### config.mk
export PLATFORM = sky130hd
export DESIGN_NAME = march_bist_gen
export DESIGN_NICKNAME = d
export VERILOG_FILES = /design/src/rtl/bist_pkg.sv /design/src/rtl/bist_exp_pipe.sv /design/src/rtl/march_bist_gen.sv
export SDC_FILE = /design/constraint.sdc
export NUM_CORES = 1
export LEC_CHECK = 0
export ABC_CLOCK_PERIOD_IN_PS = 4800
export BUFFER_PORTS_ARGS = -buffer_cell sky130_fd_sc_hd__buf_2
export CAP_MARGIN = 10
export CELL_PAD_IN_SITES_DETAIL_PLACEMENT = 1
export CELL_PAD_IN_SITES_GLOBAL_PLACEMENT = 2
export CORE_MARGIN = 5
export CORE_UTILIZATION = 36
export DETAILED_ROUTE_END_ITERATION = 10
export GPL_TIMING_DRIVEN = 0
export PLACE_DENSITY = 0.95
export SLEW_MARGIN = 5
export SYNTH_ARGS = -nofsm -noshare
export SYNTH_HDL_FRONTEND = slang
export SYNTH_SLANG_ARGS = --single-unit
### constraint.sdc
create_clock -name CLK_i -period 4.8 [get_ports CLK_i]
set_input_delay 0.96 -clock CLK_i [delete_from_list [all_inputs] [get_ports CLK_i]]
set_output_delay 0.96 -clock CLK_i [all_outputs]
set_load 0.03 [all_outputs]
### src/rtl/bist_pkg.sv
// bist_pkg: March C- states, per-element operation table and error counter width
package bist_pkg;
  localparam int ERR_W = 16;
  typedef enum logic [3:0] {
    S_IDLE, S_M0, S_M1, S_M2, S_M3, S_M4, S_M5, S_DRAIN, S_FIN
  } state_e;
  typedef struct packed {
    logic desc;
    logic rd;
    logic wr;
    logic rbg;
    logic wbg;
  } elem_t;
  // fields: descending, has read, has write, read background, write background
  localparam elem_t ELEM [16] = '{
    5'b00000, 5'b00100, 5'b01101, 5'b01110,
    5'b11101, 5'b11110, 5'b11000, 5'b00000,
    5'b00000, 5'b00000, 5'b00000, 5'b00000,
    5'b00000, 5'b00000, 5'b00000, 5'b00000
  };
  function automatic logic is_op(state_e s);
    return s >= S_M0 && s <= S_M5;
  endfunction
endpackage

### src/rtl/bist_exp_pipe.sv
// bist_exp_pipe: RLAT-deep delay line of {valid, expected data, address} for read compares
module bist_exp_pipe
  import bist_pkg::*;
#(
  parameter int RLAT   = 1,
  parameter int RWIDTH = 34,
  parameter int RDEPTH = 14
) (
  input  logic              CLK_i,
  input  logic              RSTn_i,
  input  logic              clr_i,
  input  logic              v_i,
  input  logic [RWIDTH-1:0] exp_i,
  input  logic [RDEPTH-1:0] addr_i,
  output logic              v_o,
  output logic [RWIDTH-1:0] exp_o,
  output logic [RDEPTH-1:0] addr_o
);
  logic [RLAT-1:0]   v_q;
  logic [RWIDTH-1:0] e_q [RLAT];
  logic [RDEPTH-1:0] a_q [RLAT];
  // shift one stage per cycle; a clear drops every in-flight valid bit
  always_ff @(posedge CLK_i or negedge RSTn_i) begin
    if (!RSTn_i) begin
      v_q <= '0;
      for (int k = 0; k < RLAT; k++) begin
        e_q[k] <= '0;
        a_q[k] <= '0;
      end
    end else begin
      v_q[0] <= v_i & ~clr_i;
      e_q[0] <= exp_i;
      a_q[0] <= addr_i;
      for (int k = 1; k < RLAT; k++) begin
        v_q[k] <= v_q[k-1] & ~clr_i;
        e_q[k] <= e_q[k-1];
        a_q[k] <= a_q[k-1];
      end
    end
  end
  assign v_o    = v_q[RLAT-1];
  assign exp_o  = e_q[RLAT-1];
  assign addr_o = a_q[RLAT-1];
endmodule

### src/rtl/march_bist_gen.sv
// march_bist_gen: March C- address/data generator with delayed read compare and error capture
module march_bist_gen
  import bist_pkg::*;
#(
  parameter int RWIDTH = 34,
  parameter int RDEPTH = 14,
  parameter int RLAT   = 1
) (
  input  logic              CLK_i,
  input  logic              RSTn_i,
  input  logic              START_i,
  input  logic [RWIDTH-1:0] Q_i,
  output logic [RWIDTH-1:0] I_o,
  output logic [RDEPTH-1:0] IA_o,
  output logic              WE_o,
  output logic              BUSY_o,
  output logic              DONE_o,
  output logic              FAIL_o,
  output logic [RDEPTH-1:0] FAIL_ADDR_o,
  output logic [ERR_W-1:0]  ERR_CNT_o
);
  localparam logic [RDEPTH-1:0] AMAX = '1;
  state_e            state_q, state_d;
  logic [RDEPTH-1:0] addr_q, addr_d, ia_q, ia_d, faddr_q, faddr_d, pa;
  logic [RWIDTH-1:0] i_q, i_d, pe;
  logic [ERR_W-1:0]  ecnt_q, ecnt_d;
  logic [2:0]        dcnt_q, dcnt_d;
  logic              ph_q, ph_d, we_q, we_d, rv_q, rv_d, busy_q, busy_d, done_q, done_d;
  logic              fail_q, fail_d, start, two, last, op_d, pv, miss;
  assign start = START_i & (state_q == S_IDLE | state_q == S_FIN);
  assign two   = ELEM[state_q].rd & ELEM[state_q].wr;
  assign last  = (ELEM[state_q].desc ? addr_q == '0 : addr_q == AMAX) & (ph_q | ~two);
  assign miss  = pv & (Q_i != pe);
  // sequencing: ph_q selects the write half of a read/write pair at one address
  always_comb begin
    state_d = state_q;
    addr_d  = addr_q;
    ph_d    = ph_q;
    dcnt_d  = dcnt_q;
    if (start) begin
      state_d = S_M0;
      addr_d  = '0;
      ph_d    = 1'b0;
    end else if (state_q == S_DRAIN) begin
      dcnt_d = dcnt_q + 3'd1;
      if (dcnt_q == 3'(RLAT - 1)) state_d = S_FIN;
    end else if (is_op(state_q)) begin
      if (last) begin
        state_d = state_e'(state_q + 4'd1);
        addr_d  = ELEM[state_q + 4'd1].desc ? AMAX : '0;
        ph_d    = 1'b0;
        dcnt_d  = '0;
      end else if (two & ~ph_q) begin
        ph_d = 1'b1;
      end else begin
        ph_d   = 1'b0;
        addr_d = ELEM[state_q].desc ? addr_q - 1'b1 : addr_q + 1'b1;
      end
    end
  end
  // memory-side outputs decoded from the next operation so they leave registered
  always_comb begin
    op_d   = is_op(state_d);
    we_d   = op_d & ELEM[state_d].wr & (ph_d | ~ELEM[state_d].rd);
    rv_d   = op_d & ~we_d;
    i_d    = op_d ? {RWIDTH{we_d ? ELEM[state_d].wbg : ELEM[state_d].rbg}} : '0;
    ia_d   = op_d ? addr_d : '0;
    busy_d = op_d | state_d == S_DRAIN;
    done_d = state_d == S_FIN;
  end
  // result capture; an accepted start wins over a simultaneous miscompare
  always_comb begin
    fail_d  = fail_q;
    faddr_d = faddr_q;
    ecnt_d  = ecnt_q;
    if (start) begin
      fail_d  = 1'b0;
      faddr_d = '0;
      ecnt_d  = '0;
    end else if (miss) begin
      fail_d  = 1'b1;
      faddr_d = fail_q ? faddr_q : pa;
      ecnt_d  = ecnt_q == '1 ? ecnt_q : ecnt_q + 1'b1;
    end
  end
  // all state and output registers
  always_ff @(posedge CLK_i or negedge RSTn_i) begin
    if (!RSTn_i) begin
      state_q <= S_IDLE;
      addr_q  <= '0;
      ph_q    <= 1'b0;
      dcnt_q  <= '0;
      i_q     <= '0;
      ia_q    <= '0;
      we_q    <= 1'b0;
      rv_q    <= 1'b0;
      busy_q  <= 1'b0;
      done_q  <= 1'b0;
      fail_q  <= 1'b0;
      faddr_q <= '0;
      ecnt_q  <= '0;
    end else begin
      state_q <= state_d;
      addr_q  <= addr_d;
      ph_q    <= ph_d;
      dcnt_q  <= dcnt_d;
      i_q     <= i_d;
      ia_q    <= ia_d;
      we_q    <= we_d;
      rv_q    <= rv_d;
      busy_q  <= busy_d;
      done_q  <= done_d;
      fail_q  <= fail_d;
      faddr_q <= faddr_d;
      ecnt_q  <= ecnt_d;
    end
  end
  bist_exp_pipe #(.RLAT(RLAT), .RWIDTH(RWIDTH), .RDEPTH(RDEPTH)) u_pipe (
    .CLK_i  (CLK_i),
    .RSTn_i (RSTn_i),
    .clr_i  (start),
    .v_i    (rv_q),
    .exp_i  (i_q),
    .addr_i (ia_q),
    .v_o    (pv),
    .exp_o  (pe),
    .addr_o (pa)
  );
  assign I_o         = i_q;
  assign IA_o        = ia_q;
  assign WE_o        = we_q;
  assign BUSY_o      = busy_q;
  assign DONE_o      = done_q;
  assign FAIL_o      = fail_q;
  assign FAIL_ADDR_o = faddr_q;
  assign ERR_CNT_o   = ecnt_q;
endmodule

==> out/metrics.cfg <==
[timing]
relSlewSlack=0.3280
max_freq_mhz=243.8
setup_tns_ps=0
rsz0062_at_grt=no
whs_ps=379.3
finalClockSkew_ps=7.093
setup_viol=0
hold_violations=0
worst_pin_slew_ps=1008
slew_viol_final=0
period_needed_ps=4103
min_period_over_period=0.8547

[detailed_routing]
ant_nets=0
drc=0
firstDrtPassIters=5
finalWirelength_um=15260
vias_per_cell=5.363
num_vias=4392
drtIter0Drc=250
wl_per_cell_um=18.64

[critical_path]
critPathSlowestCell=nor4_1
cpLargestDelayFamily=compound AO/OA/AOI/OAI gates
path_cells=ha_1 > inv_1 > ha_1 > nand2b_1 > clkbuf_1 > xnor2_1 > ha_1 > nor4_1 > a21oi_1 > a21oi_1 > mux2i_1 > mux2i_1 > o21a_1 > a21boi_2
crit_required_ps=5080
cp.depth=14
cp.buffers_inverters=2
cp_max_fo=10
cp.arrival_ps=4380
critPathKind=reg2reg
endpoint_kind=flop
start_kind=flop
crit_top_cell=ha_1
slowest_delay_ps=550
rr_worst_depth=14

[place]
gp_congestion=0.8816
portBuffers=118
dpl.hpwl_um=11510

[layout]
fillers=1656
nets=681
final_common_cell=buf_2
final_layout_size_suffix_gt1_frac=0.3412
final_cell_mix=buf_2, dfrtp_1, nor2_1
num_antenna_cells=0
areaGrowthSynthToFinish_pct=22.72

[clock_network]
clk_latency_ps=340
max-clock-path-buffers=2
cts_tree=done
clkTransAtPathRegs_ps=70
clock_sink_count=88
postCtsSetupBuffers=0
cts_hold_buf=0
cts_buffers=9
cts_root_buf=clkbuf_16
cts_resized=0
htreeDepth=3

[synth]
synth_seq_cells=88
seq_area_frac_synth=0.4375
synthFlopType=dfrtp_1
synth.distinct_cells=61
synthArstFlopShare=1.000
synth-edff-count=0
yosysWarnings=0
synth_area_um2=5034
avgSynthCellArea_um2=9.987
netlist_instances=504
synth_fp_nets=551

[power]
p_leak_nw=3.305
p_per_area_nw_per_um2=242.2
peakVddDrop_mv=0.1547

[die]
start_util=0.3655
dieArea_um2=16450
coreArea_um2=13770
rows=43
ios=119
die_w_um=128.2
die_h_um=128.2

[grt]
grt_start_max_net_pins=61
grt_pass1_vias=4765
grt_first_pass_wirelength_um=24800
grt_usage=0.1851
antenna_found_initial=0
overflow=0

[min_path]
hold_class=reg2reg
hold_path_depth=0

[run_status]
status=completed

[flow_run]
drv_cap=0

[sequential cells by signal (all words and copies together) (netlist names), 3 cells and up]
| register | flops |
|---|---|
| addr_q | 14 |
| ERR_CNT_o | 16 |
| state_q | 4 |
| u_pipe.addr_o | 14 |
| IA_o | 14 |
| dcnt_q | 3 |
| FAIL_ADDR_o | 14 |
[routing by layer]
layer / track usage / wire length [µm]
met1: 0.2234 / 6285
met2: 0.3319 / 7965
met3: 0.03708 / 804
met4: 0.05368 / 208
met5: 0 / 0
[final timing paths]
kind / slack [ps] / end / startpoint
worst max-delay path: 700 / IA_o[12] / state_q[0]
worst min-delay path: 380 / u_pipe.addr_o[5] / IA_o[5]
worst max register to register: 700 / IA_o[12] / state_q[0]
worst min register to register: 380 / u_pipe.addr_o[5] / IA_o[5]
max in group asynchronous: 3620 / u_pipe.addr_o[12] / RSTn_i
min in group asynchronous: 560 / addr_q[9] / RSTn_i
[report_power, final]
part,total [mW],internal [mW],switching [mW]
logic,0.0483,0.0189,0.0295
registers,0.747,0.743,0.00414
clock network,0.701,0.368,0.334
total,1.50,1.13,0.367
[logic make-up after synthesis]
kind of cell    count (synthesis)  share of synthesized area
compound gates                103                     0.1628
mux                            28                    0.05593
fa+ha+maj                      10                    0.02486
buf+inv                        75                    0.09321
xor+xnor                       18                    0.03132
simple gates                  182                     0.1944
flops                          88                     0.4375
[layout make-up]
cell class                 count  area, µm²  area share
multi-input combinational    341       2362      0.3824
sequential                    88       2202      0.3565
timing repair buffer         119      620.6      0.1005
buffer                        63      424.2     0.06867
clock buffer                   9      225.2     0.03646
tap                          180      225.2     0.03646
clock inverter                 7      72.57     0.01175
inverter                      12      45.04    0.007292
[cell usage after synthesis (all sizes together), types with 8 or more instances]
master	count	area share
a31oi	10	0.012
inv	12	0.0089
clkbuf	16	0.012
o221a	9	0.020
nor3	18	0.020
nand3	16	0.016
nor2	40	0.030
or3	8	0.0099
and3	10	0.013
nand2b	9	0.011
xor2	9	0.016
o21ai	18	0.019
buf	47	0.072
ha	10	0.025
nand2	35	0.026
dfrtp	88	0.44
a21boi	13	0.026
xnor2	9	0.016
a21oi	22	0.023
mux2i	27	0.054
nor4	8	0.016
nand4	17	0.021
[per-stage QoR]
| stage | setup slack (ps) | utilization | instances | area (µm²) | power (mW) |
|---|---|---|---|---|---|
| 3_3_place_gp | 895.8 | 0.4247 | 802 | 5849 | 0.8045 |
| 6_report | 697.5 | 0.4485 | 819 | 6177 | 1.496 |
| 3_5_place_dp | 769.2 | 0.4269 | 803 | 5879 | 0.8103 |
| 2_1_floorplan | 1654 | - | 504 | 5034 | 0.7698 |
| 4_1_cts | 721.8 | 0.4485 | 819 | 6177 | 1.512 |
| 5_1_grt | 399.6 | 0.4485 | 819 | 6177 | 1.554 |
Power figures use the tool's default switching activity.
